===== src/rtl/qam_modulator_param.sv =====
// rtl/qam_modulator_param.sv - clock-enabled PRBS/serial source, QPSK/16/64-QAM mapper, DDS carrier and I/Q upconverter
module qam_modulator_param #(
    parameter int BIT_DIV = 8,
    parameter int PHASE_W = 16,
    parameter int CAR_W   = 10
) (
    input  logic                    clk,
    input  logic                    rst,
    input  logic [1:0]              mode,
    input  logic                    src_sel,
    input  logic                    din,
    input  logic [PHASE_W-1:0]      fcw,
    output logic                    bit_tick,
    output logic                    prbs_bit,
    output logic                    sym_strobe,
    output logic signed [3:0]       i_level,
    output logic signed [3:0]       q_level,
    output logic signed [CAR_W-1:0] sin_out,
    output logic signed [CAR_W-1:0] cos_out,
    output logic signed [CAR_W+3:0] i_mod,
    output logic signed [CAR_W+3:0] q_mod,
    output logic signed [CAR_W+4:0] qam_out
);
    localparam int CNT_W = $clog2(BIT_DIV);

    // Quarter-wave magnitudes are sin(2*pi*m/64) scaled by 1e9, then rounded to the carrier amplitude.
    function automatic logic signed [CAR_W-1:0] sin_entry(input int n);
        longint q;
        longint a;
        int     m;
        m = n % 32;
        if (m > 16) m = 32 - m;
        case (m)
            0:       q = 0;
            1:       q = 98017140;
            2:       q = 195090322;
            3:       q = 290284677;
            4:       q = 382683432;
            5:       q = 471396737;
            6:       q = 555570233;
            7:       q = 634393284;
            8:       q = 707106781;
            9:       q = 773010453;
            10:      q = 831469612;
            11:      q = 881921264;
            12:      q = 923879533;
            13:      q = 956940336;
            14:      q = 980785280;
            15:      q = 995184727;
            default: q = 1000000000;
        endcase
        a = (q * ((longint'(1) << (CAR_W - 1)) - 1) + 500000000) / 1000000000;
        if (n >= 32) a = -a;
        return CAR_W'(a);
    endfunction

    logic signed [CAR_W-1:0] w_tab [64];
    for (genvar g = 0; g < 64; g++) begin : g_tab
        assign w_tab[g] = sin_entry(g);
    end

    logic [CNT_W-1:0]        r_cnt;
    logic [6:0]              r_prbs;
    logic                    r_prbs_bit;
    logic [5:0]              r_col;
    logic [2:0]              r_nbits;
    logic [1:0]              r_k;
    logic signed [3:0]       r_i;
    logic signed [3:0]       r_q;
    logic                    r_strobe;
    logic [PHASE_W-1:0]      r_phase;
    logic signed [CAR_W-1:0] r_sin;
    logic signed [CAR_W-1:0] r_cos;
    logic signed [CAR_W+3:0] r_imod;
    logic signed [CAR_W+3:0] r_qmod;
    logic signed [CAR_W+4:0] r_qam;

    logic       w_tick;
    logic       w_fb;
    logic       w_bit;
    logic [5:0] w_col;
    logic [1:0] w_k_mode;
    logic [1:0] w_k;
    logic       w_done;
    logic [2:0] w_vi;
    logic [2:0] w_vq;
    logic [3:0] w_span;
    logic [5:0] w_idx;

    assign w_tick = (r_cnt == CNT_W'(BIT_DIV - 1));
    assign w_fb   = r_prbs[6] ^ r_prbs[5];
    assign w_bit  = src_sel ? din : w_fb;
    assign w_col  = {r_col[4:0], w_bit};
    assign w_idx  = r_phase[PHASE_W-1 -: 6];

    // The rail width is taken from mode only on a symbol's first bit, then held in r_k.
    assign w_k    = (r_nbits == 3'd0) ? w_k_mode : r_k;
    assign w_done = ((r_nbits + 3'd1) == {w_k, 1'b0});

    always_comb begin
        w_k_mode = 2'd2;
        case (mode)
            2'd0:    w_k_mode = 2'd1;
            2'd2:    w_k_mode = 2'd3;
            default: w_k_mode = 2'd2;
        endcase
    end

    always_comb begin
        w_vi   = {1'b0, w_col[3:2]};
        w_vq   = {1'b0, w_col[1:0]};
        w_span = 4'd3;
        case (w_k)
            2'd1: begin
                w_vi   = {2'b00, w_col[1]};
                w_vq   = {2'b00, w_col[0]};
                w_span = 4'd1;
            end
            2'd3: begin
                w_vi   = w_col[5:3];
                w_vq   = w_col[2:0];
                w_span = 4'd7;
            end
            default: ;
        endcase
    end

    always_ff @(posedge clk or posedge rst) begin
        if (rst) begin
            r_cnt      <= '0;
            r_prbs     <= 7'h7F;
            r_prbs_bit <= 1'b0;
            r_col      <= '0;
            r_nbits    <= '0;
            r_k        <= 2'd1;
            r_i        <= '0;
            r_q        <= '0;
            r_strobe   <= 1'b0;
        end else begin
            r_strobe <= 1'b0;
            r_cnt    <= w_tick ? '0 : r_cnt + 1'b1;
            if (w_tick) begin
                r_prbs     <= {r_prbs[5:0], w_fb};
                r_prbs_bit <= w_fb;
                r_col      <= w_col;
                if (r_nbits == 3'd0) r_k <= w_k_mode;
                if (w_done) begin
                    r_nbits  <= '0;
                    r_i      <= {w_vi, 1'b0} - w_span;
                    r_q      <= {w_vq, 1'b0} - w_span;
                    r_strobe <= 1'b1;
                end else begin
                    r_nbits <= r_nbits + 3'd1;
                end
            end
        end
    end

    always_ff @(posedge clk or posedge rst) begin
        if (rst) begin
            r_phase <= '0;
            r_sin   <= '0;
            r_cos   <= '0;
            r_imod  <= '0;
            r_qmod  <= '0;
            r_qam   <= '0;
        end else begin
            r_phase <= r_phase + fcw;
            r_sin   <= w_tab[w_idx];
            r_cos   <= w_tab[w_idx + 6'd16];
            r_imod  <= (CAR_W+4)'(r_i) * (CAR_W+4)'(r_cos);
            r_qmod  <= (CAR_W+4)'(r_q) * (CAR_W+4)'(r_sin);
            r_qam   <= (CAR_W+5)'(r_imod) - (CAR_W+5)'(r_qmod);
        end
    end

    assign bit_tick   = w_tick;
    assign prbs_bit   = r_prbs_bit;
    assign sym_strobe = r_strobe;
    assign i_level    = r_i;
    assign q_level    = r_q;
    assign sin_out    = r_sin;
    assign cos_out    = r_cos;
    assign i_mod      = r_imod;
    assign q_mod      = r_qmod;
    assign qam_out    = r_qam;
endmodule


===== config.mk =====
export PLATFORM = sky130hd
export DESIGN_NAME = qam_modulator_param
export DESIGN_NICKNAME = d
export VERILOG_FILES = /design/src/rtl/qam_modulator_param.sv
export SDC_FILE = /design/constraint.sdc
export NUM_CORES = 1
export LEC_CHECK = 0
export CAP_MARGIN = 20
export CORE_MARGIN = 2
export CORE_UTILIZATION = 52
export DETAILED_ROUTE_END_ITERATION = 12
export PLACE_DENSITY = 0.82
export SLEW_MARGIN = 20
export SYNTH_ARGS = -nofsm -noshare
export SYNTH_HDL_FRONTEND = slang
export SYNTH_SLANG_ARGS = --single-unit

===== constraint.sdc =====
create_clock -name clk -period 3.9 [get_ports clk]
set_input_delay 0.78 -clock clk [delete_from_list [all_inputs] [get_ports clk]]
set_output_delay 0.78 -clock clk [all_outputs]
set_load 0.05 [all_outputs]

Yosys cells after proc, flatten, opt, wreduce, memory -nomap -nowiden:

Memory sizes are Yosys's and may differ from the RTL's. A register that Yosys moved wholly into a read port is not among the register bits.
Cells that the tools add are included.

* reduce and logical (&&, ||, !) cells: 3
* multiplexer cells: 10
* eq/ne operators: 5
* multipliers: 2
* bitwise logic cells: 3
* $add $sub $neg: 7

Operator list (count)
* 4-bit by 10-bit multiplier with 14-bit output: 2
* 3-bit case mux with 2 select lines: 3
* 16-bit adder: 1
* 14-bit by 14-bit subtractor with 15-bit output: 1
* 6-bit NOT with 7-bit output: 2
* 4-bit subtractor: 2
* 3-bit by 1-bit adder with 3-bit output, second input constant: 2
* 6-bit by 5-bit adder with 6-bit output, second input constant: 1
* 3-bit two-way mux: 2
* 2-bit == test, second input constant: 2
* 2-bit case mux with 2 select lines: 1
* 3-bit == test: 1
* 3-bit == test, second input constant: 1
* 3-bit zero test: 1
* 1-bit two-way mux: 3
* 2-bit by 1-bit == test with 1-bit output, second input constant: 1
* 2-bit zero test: 1
* 2-bit two-way mux: 1
* 2-bit AND reduction: 1
* 1-bit bitwise XOR: 1

* memories: 2
* register bits: 89
* bits in read-only memories: 1280
* output and inout bits: 74
* logic and storage cells: 45
* input port bits: 22

Memory list
* (no name shown): words 64, width 10, read ports 1, clocked after Yosys merged registers in 1, wr ports 0, line 170 `r_cos <= w_tab[w_idx + 6'd16];`
* (no name shown): words 64, width 10, read ports 1, clocked after Yosys merged registers in 1, wr ports 0, line 169 `r_sin <= w_tab[w_idx];`

Logic depth before layout (Yosys ltp):

Gate-level depths: netlist of run 1.

* depth in word-level cells: 6
* depth in mapped cells: 16
* mapped depth without buffers: 15

Worst setup path before layout of run 1:

Ideal clock, no wire load.

* path kind: reg-to-reg
* from: register r_i[2], in the netlist i_level[2]
* to: register r_imod[13], in the netlist i_mod[13]
* clock period less this slack: 4010 ps
* path buffers: 1
* library setup time: 130 ps
* required time: 3770 ps
* stages on the path, launching flop included: 16
* arrival: 3880 ps
* setup slack: -110 ps
* cells stage by stage: dfrtp_1 -> buf_1 -> nand2_1 -> fa_1 -> fa_1 -> fa_1 -> inv_1 -> ha_1 -> inv_1 -> fa_1 -> nor2b_1 -> o21ai_0 -> a21oi_1 -> nor4_1 -> o31ai_1 -> xnor2_1

* word-level cells in the longest chain between the ends: 1

RTL lines
* start, declared: line 68 `logic signed [3:0] r_i;`
* start signal, assigned: line 149 `r_i <= {w_vi, 1'b0} - w_span;`
* 4-bit by 10-bit multiplier with 14-bit output: line 171 `r_imod <= (CAR_W+4)'(r_i) * (CAR_W+4)'(r_cos);`
* end signal, assigned: line 171
* end, declared: line 74 `logic signed [CAR_W+3:0] r_imod;`

Every way passes these cells.
A chain may end at the register's enable or synchronous reset.

Worst setup path in the final report of run 1:

* from: register r_cos[2], in the netlist cos_out[2]
* to: register r_imod[12], in the netlist i_mod[12]

* word-level cells in the longest chain between the ends: 1

RTL lines
* start, declared: line 73 `logic signed [CAR_W-1:0] r_cos;`
* 4-bit by 10-bit multiplier with 14-bit output: line 171

Every way passes these cells.

==> flow_metrics.tcl, run 1 <==
set metrics [dict create \
    status "finished, final reports clean" \
    yosys_warnings 0 \
    max_freq_mhz 269.2 \
    drt_first_pass_iters 5 \
    slew_headroom_pct 31.82 \
    num_antenna_cells 0 \
    mappedNetlistArea_um2 8369 \
    synth.avg_cell_area_um2 9.975 \
    finalCriticalPeriod_ns 3.715 \
    grt_pass1_vias 6146 \
    synth.net_count 996 \
    cts_buffers 9 \
    cts_tree "yes" \
    gp_congestion 0.9369 \
    initial_core_util_pct 52.88 \
    finalNonFillerCells 1156 \
    ys_types 59 \
    grt_max_degree 52 \
    hold_class "reg2reg" \
    wl_met2_um 9146 \
    cp.required_ns 4.18 \
    antenna_found_initial 0 \
    io_buffers 95 \
    ys.flop_type "dfrtp_1" \
    drcViolationCount 0 \
    arrival_ns 4.00 \
    syn2layout_area_growth_pct 18.55 \
    drive_gt1_share_pct 9.574 \
    tightestPinTransition_ns 1.023 \
    synth_seq_cells 108 \
    critPathLaunchType "flip-flop" \
    wl_met1_um 7251 \
    report.final.slew_viol_count 0 \
    crit_path_end_kind "flip-flop" \
    clockBufferDepth 2 \
    die_x_um 130.9 \
    io_pins 96 \
    cts-root-buf "clkbuf_16" \
    nNetsFinal 1092 \
    yosysSeqAreaShare_pct 32.41 \
    grt_first_pass_wirelength_um 29210 \
    viasPerCell 5.413 \
    clock_sinks 108 \
    finalSetupViolCount 0 \
    multiInputGateArea_um2 5256 \
    crit_fanout 4 \
    synth_cells 839 \
    fin_crit_sh_pct 95.25 \
    wl_um 17790 \
    maxUsedRoutingLayer "met4" \
    wl_per_cell_um 15.39 \
    skew_ns 0.008916 \
    async_flop_share_pct 100.0 \
    worstSetupPathType "reg2reg" \
    core_area_um2 15830 \
    met3_length_um 854 \
    filler_cell_count 1253 \
    clk_pin_slew_ns 0.07 \
    dp_cells 1137 \
    gr-total-overflow 0 \
    regArea_um2 2719 \
    drv_cap 0 \
    drtIter0Drc 348 \
    htree_levels 3 \
    ant_nets 0 \
    vias 6257 \
    synth_edf_count 0 \
    die_y_um 130.9 \
    rows 46 \
    cts_hold_buf 0 \
    grtUsageTotal_pct 21.79 \
    finalHoldViolCount 0 \
    dp_hpwl_um 14020 \
    clock_latency_ns 0.35 \
    dieArea_um2 17130 \
]
[worst paths after layout]
check / from / endpoint / slack (ns) / cells past startpoint
worst max-delay path: cos_out[2] / i_mod[12] / 0.19 / 12
worst min-delay path: r_cnt[0] / r_cnt[0] / 0.44 / 1
worst max register to register: cos_out[2] / i_mod[12] / 0.19 / 12
worst min register to register: r_cnt[0] / r_cnt[0] / 0.44 / 1
max in group asynchronous: rst / r_prbs[3] / 2.26 / 3
min in group asynchronous: rst / r_phase[1] / 0.85 / 2
[critical path, stage by stage, from the launching register on]
cell     delay [ns]
dfrtp_1        0.41
buf_4          0.15
and2_1         0.16
fa_1           0.49
fa_1           0.50
ha_1           0.35
ha_1           0.32
a21o_1         0.17
a21o_1         0.21
a31oi_2        0.23
a21oi_1        0.14
or4_1          0.41
nand4_1        0.11
[flip-flops by register name, summed over array words and instances (netlist names), 3 cells and up]
signal,cells
r_phase,16
qam_out,15
i_mod,14
q_mod,14
cos_out,10
sin_out,10
r_prbs,7
r_col,5
i_level,4
q_level,3
r_cnt,3
r_nbits,3
[routing by layer]
layer,global-route usage [%],up-vias
met3,3.827,40
met2,39.64,178
li1,-,3044
met5,0,-
met4,7.322,0
met1,26.12,2995
[layout by cell type, fill, tap and decap left out, drive strengths merged, types with 10 or more instances in the layout]
master and count:
a21o 16, xor2 23, o21a 13, ha 90, nor2 63, a21oi 51
mux4 10, o21ai 42, and2 49, mux2 16, dfrtp 100, nand2 51
nor2b 17, a31oi 10, clkbuf 11, clkdlybuf4s50 95, buf 17, xnor2 34
inv 82, fa 45, nand2b 11
[synthesized netlist by cell type, drive strengths merged, types with 2 or more instances]
| library cell | n | area, um2 |
|---|---|---|
| dfrtp | 100 | 2502 |
| ha | 90 | 1126 |
| inv | 80 | 300.3 |
| nor2 | 63 | 236.5 |
| a21oi | 51 | 255.2 |
| nand2 | 51 | 191.4 |
| and2 | 49 | 306.5 |
| fa | 45 | 900.9 |
| o21ai | 42 | 225.2 |
| xnor2 | 34 | 297.8 |
| xor2 | 23 | 201.4 |
| clkbuf | 18 | 67.56 |
| nor2b | 17 | 106.4 |
| a21o | 16 | 120.1 |
| mux2 | 16 | 180.2 |
| o21a | 13 | 97.59 |
| nand2b | 11 | 68.82 |
| a31oi | 10 | 62.56 |
| mux4 | 10 | 225.2 |
| buf | 9 | 48.79 |
| dfstp | 8 | 210.2 |
| mux2i | 8 | 80.08 |
| nand3 | 6 | 30.03 |
| o211ai | 6 | 45.04 |
| o21bai | 5 | 37.54 |
| o31ai | 5 | 37.54 |
| or2 | 5 | 31.28 |
| nand4 | 4 | 25.02 |
| nor3 | 4 | 20.02 |
| nor4 | 4 | 40.04 |
| a211oi | 3 | 22.52 |
| a221oi | 3 | 26.28 |
| a22oi | 3 | 22.52 |
| nand3b | 3 | 22.52 |
| a211o | 2 | 17.52 |
| and3 | 2 | 12.51 |
| clkinv | 2 | 7.510 |
| o22ai | 2 | 12.51 |
| o311a | 2 | 20.02 |
| or3 | 2 | 12.51 |
[timing repair]
item / CTS / global route
setup buffers: 0 / 3
setup endpoints to repair: 0 / 5
resized for setup: 0 / 7
[stage by stage]
stage	TNS, ns	hold WS (ns)	utilization (%)	setup WS (ns)	cell area, um2
6_report	0	0.4368	62.69	0.1854	9922
5_1_grt	-0.02846	0.4681	62.69	-0.02846	9922
4_1_cts	0	0.4435	62.40	0.07497	9876
3_5_place_dp	0	0.4330	60.58	0.09063	9588
3_3_place_gp	0	0.4159	60.58	0.2316	9588
2_1_floorplan	0	0.4031	-	0.01662	8376
[kinds of logic (layout without fill, tap and decap cells)]
logic type / count (synthesis) / count (layout) / synth area share [%]
muxes: 34 / 34 / 5.801
DFF: 108 / 108 / 32.41
buffers and inverters: 109 / 210 / 5.068
AOI/OAI and AO/OA: 172 / 172 / 12.99
xor gates and xnor gates: 57 / 57 / 5.965
and+or+nand+nor: 224 / 224 / 13.54
adders and majority gates: 135 / 135 / 24.22
[final cells by class]
| type | instances | share of cell area [%] |
|---|---|---|
| inverter | 82 | 3.127 |
| timing repair buffer | 112 | 10.87 |
| tap | 216 | 2.724 |
| multi-input combinational | 622 | 52.98 |
| sequential | 108 | 27.40 |
| clock buffer | 11 | 2.446 |
| clock inverter | 5 | 0.4540 |
Power of run 1 is left out: the tool's default activity adds up to more than one toggle a clock period on the data nets, which glitch-free logic cannot reach.
==> inputs of run 2 (changes only) <==
Settings changed: CAP_MARGIN 20 to 0.
==> results of run 2 <==
Final layout, timing and power as in run 1 (identical DEF).
Power of run 2 is left out for the same reason.
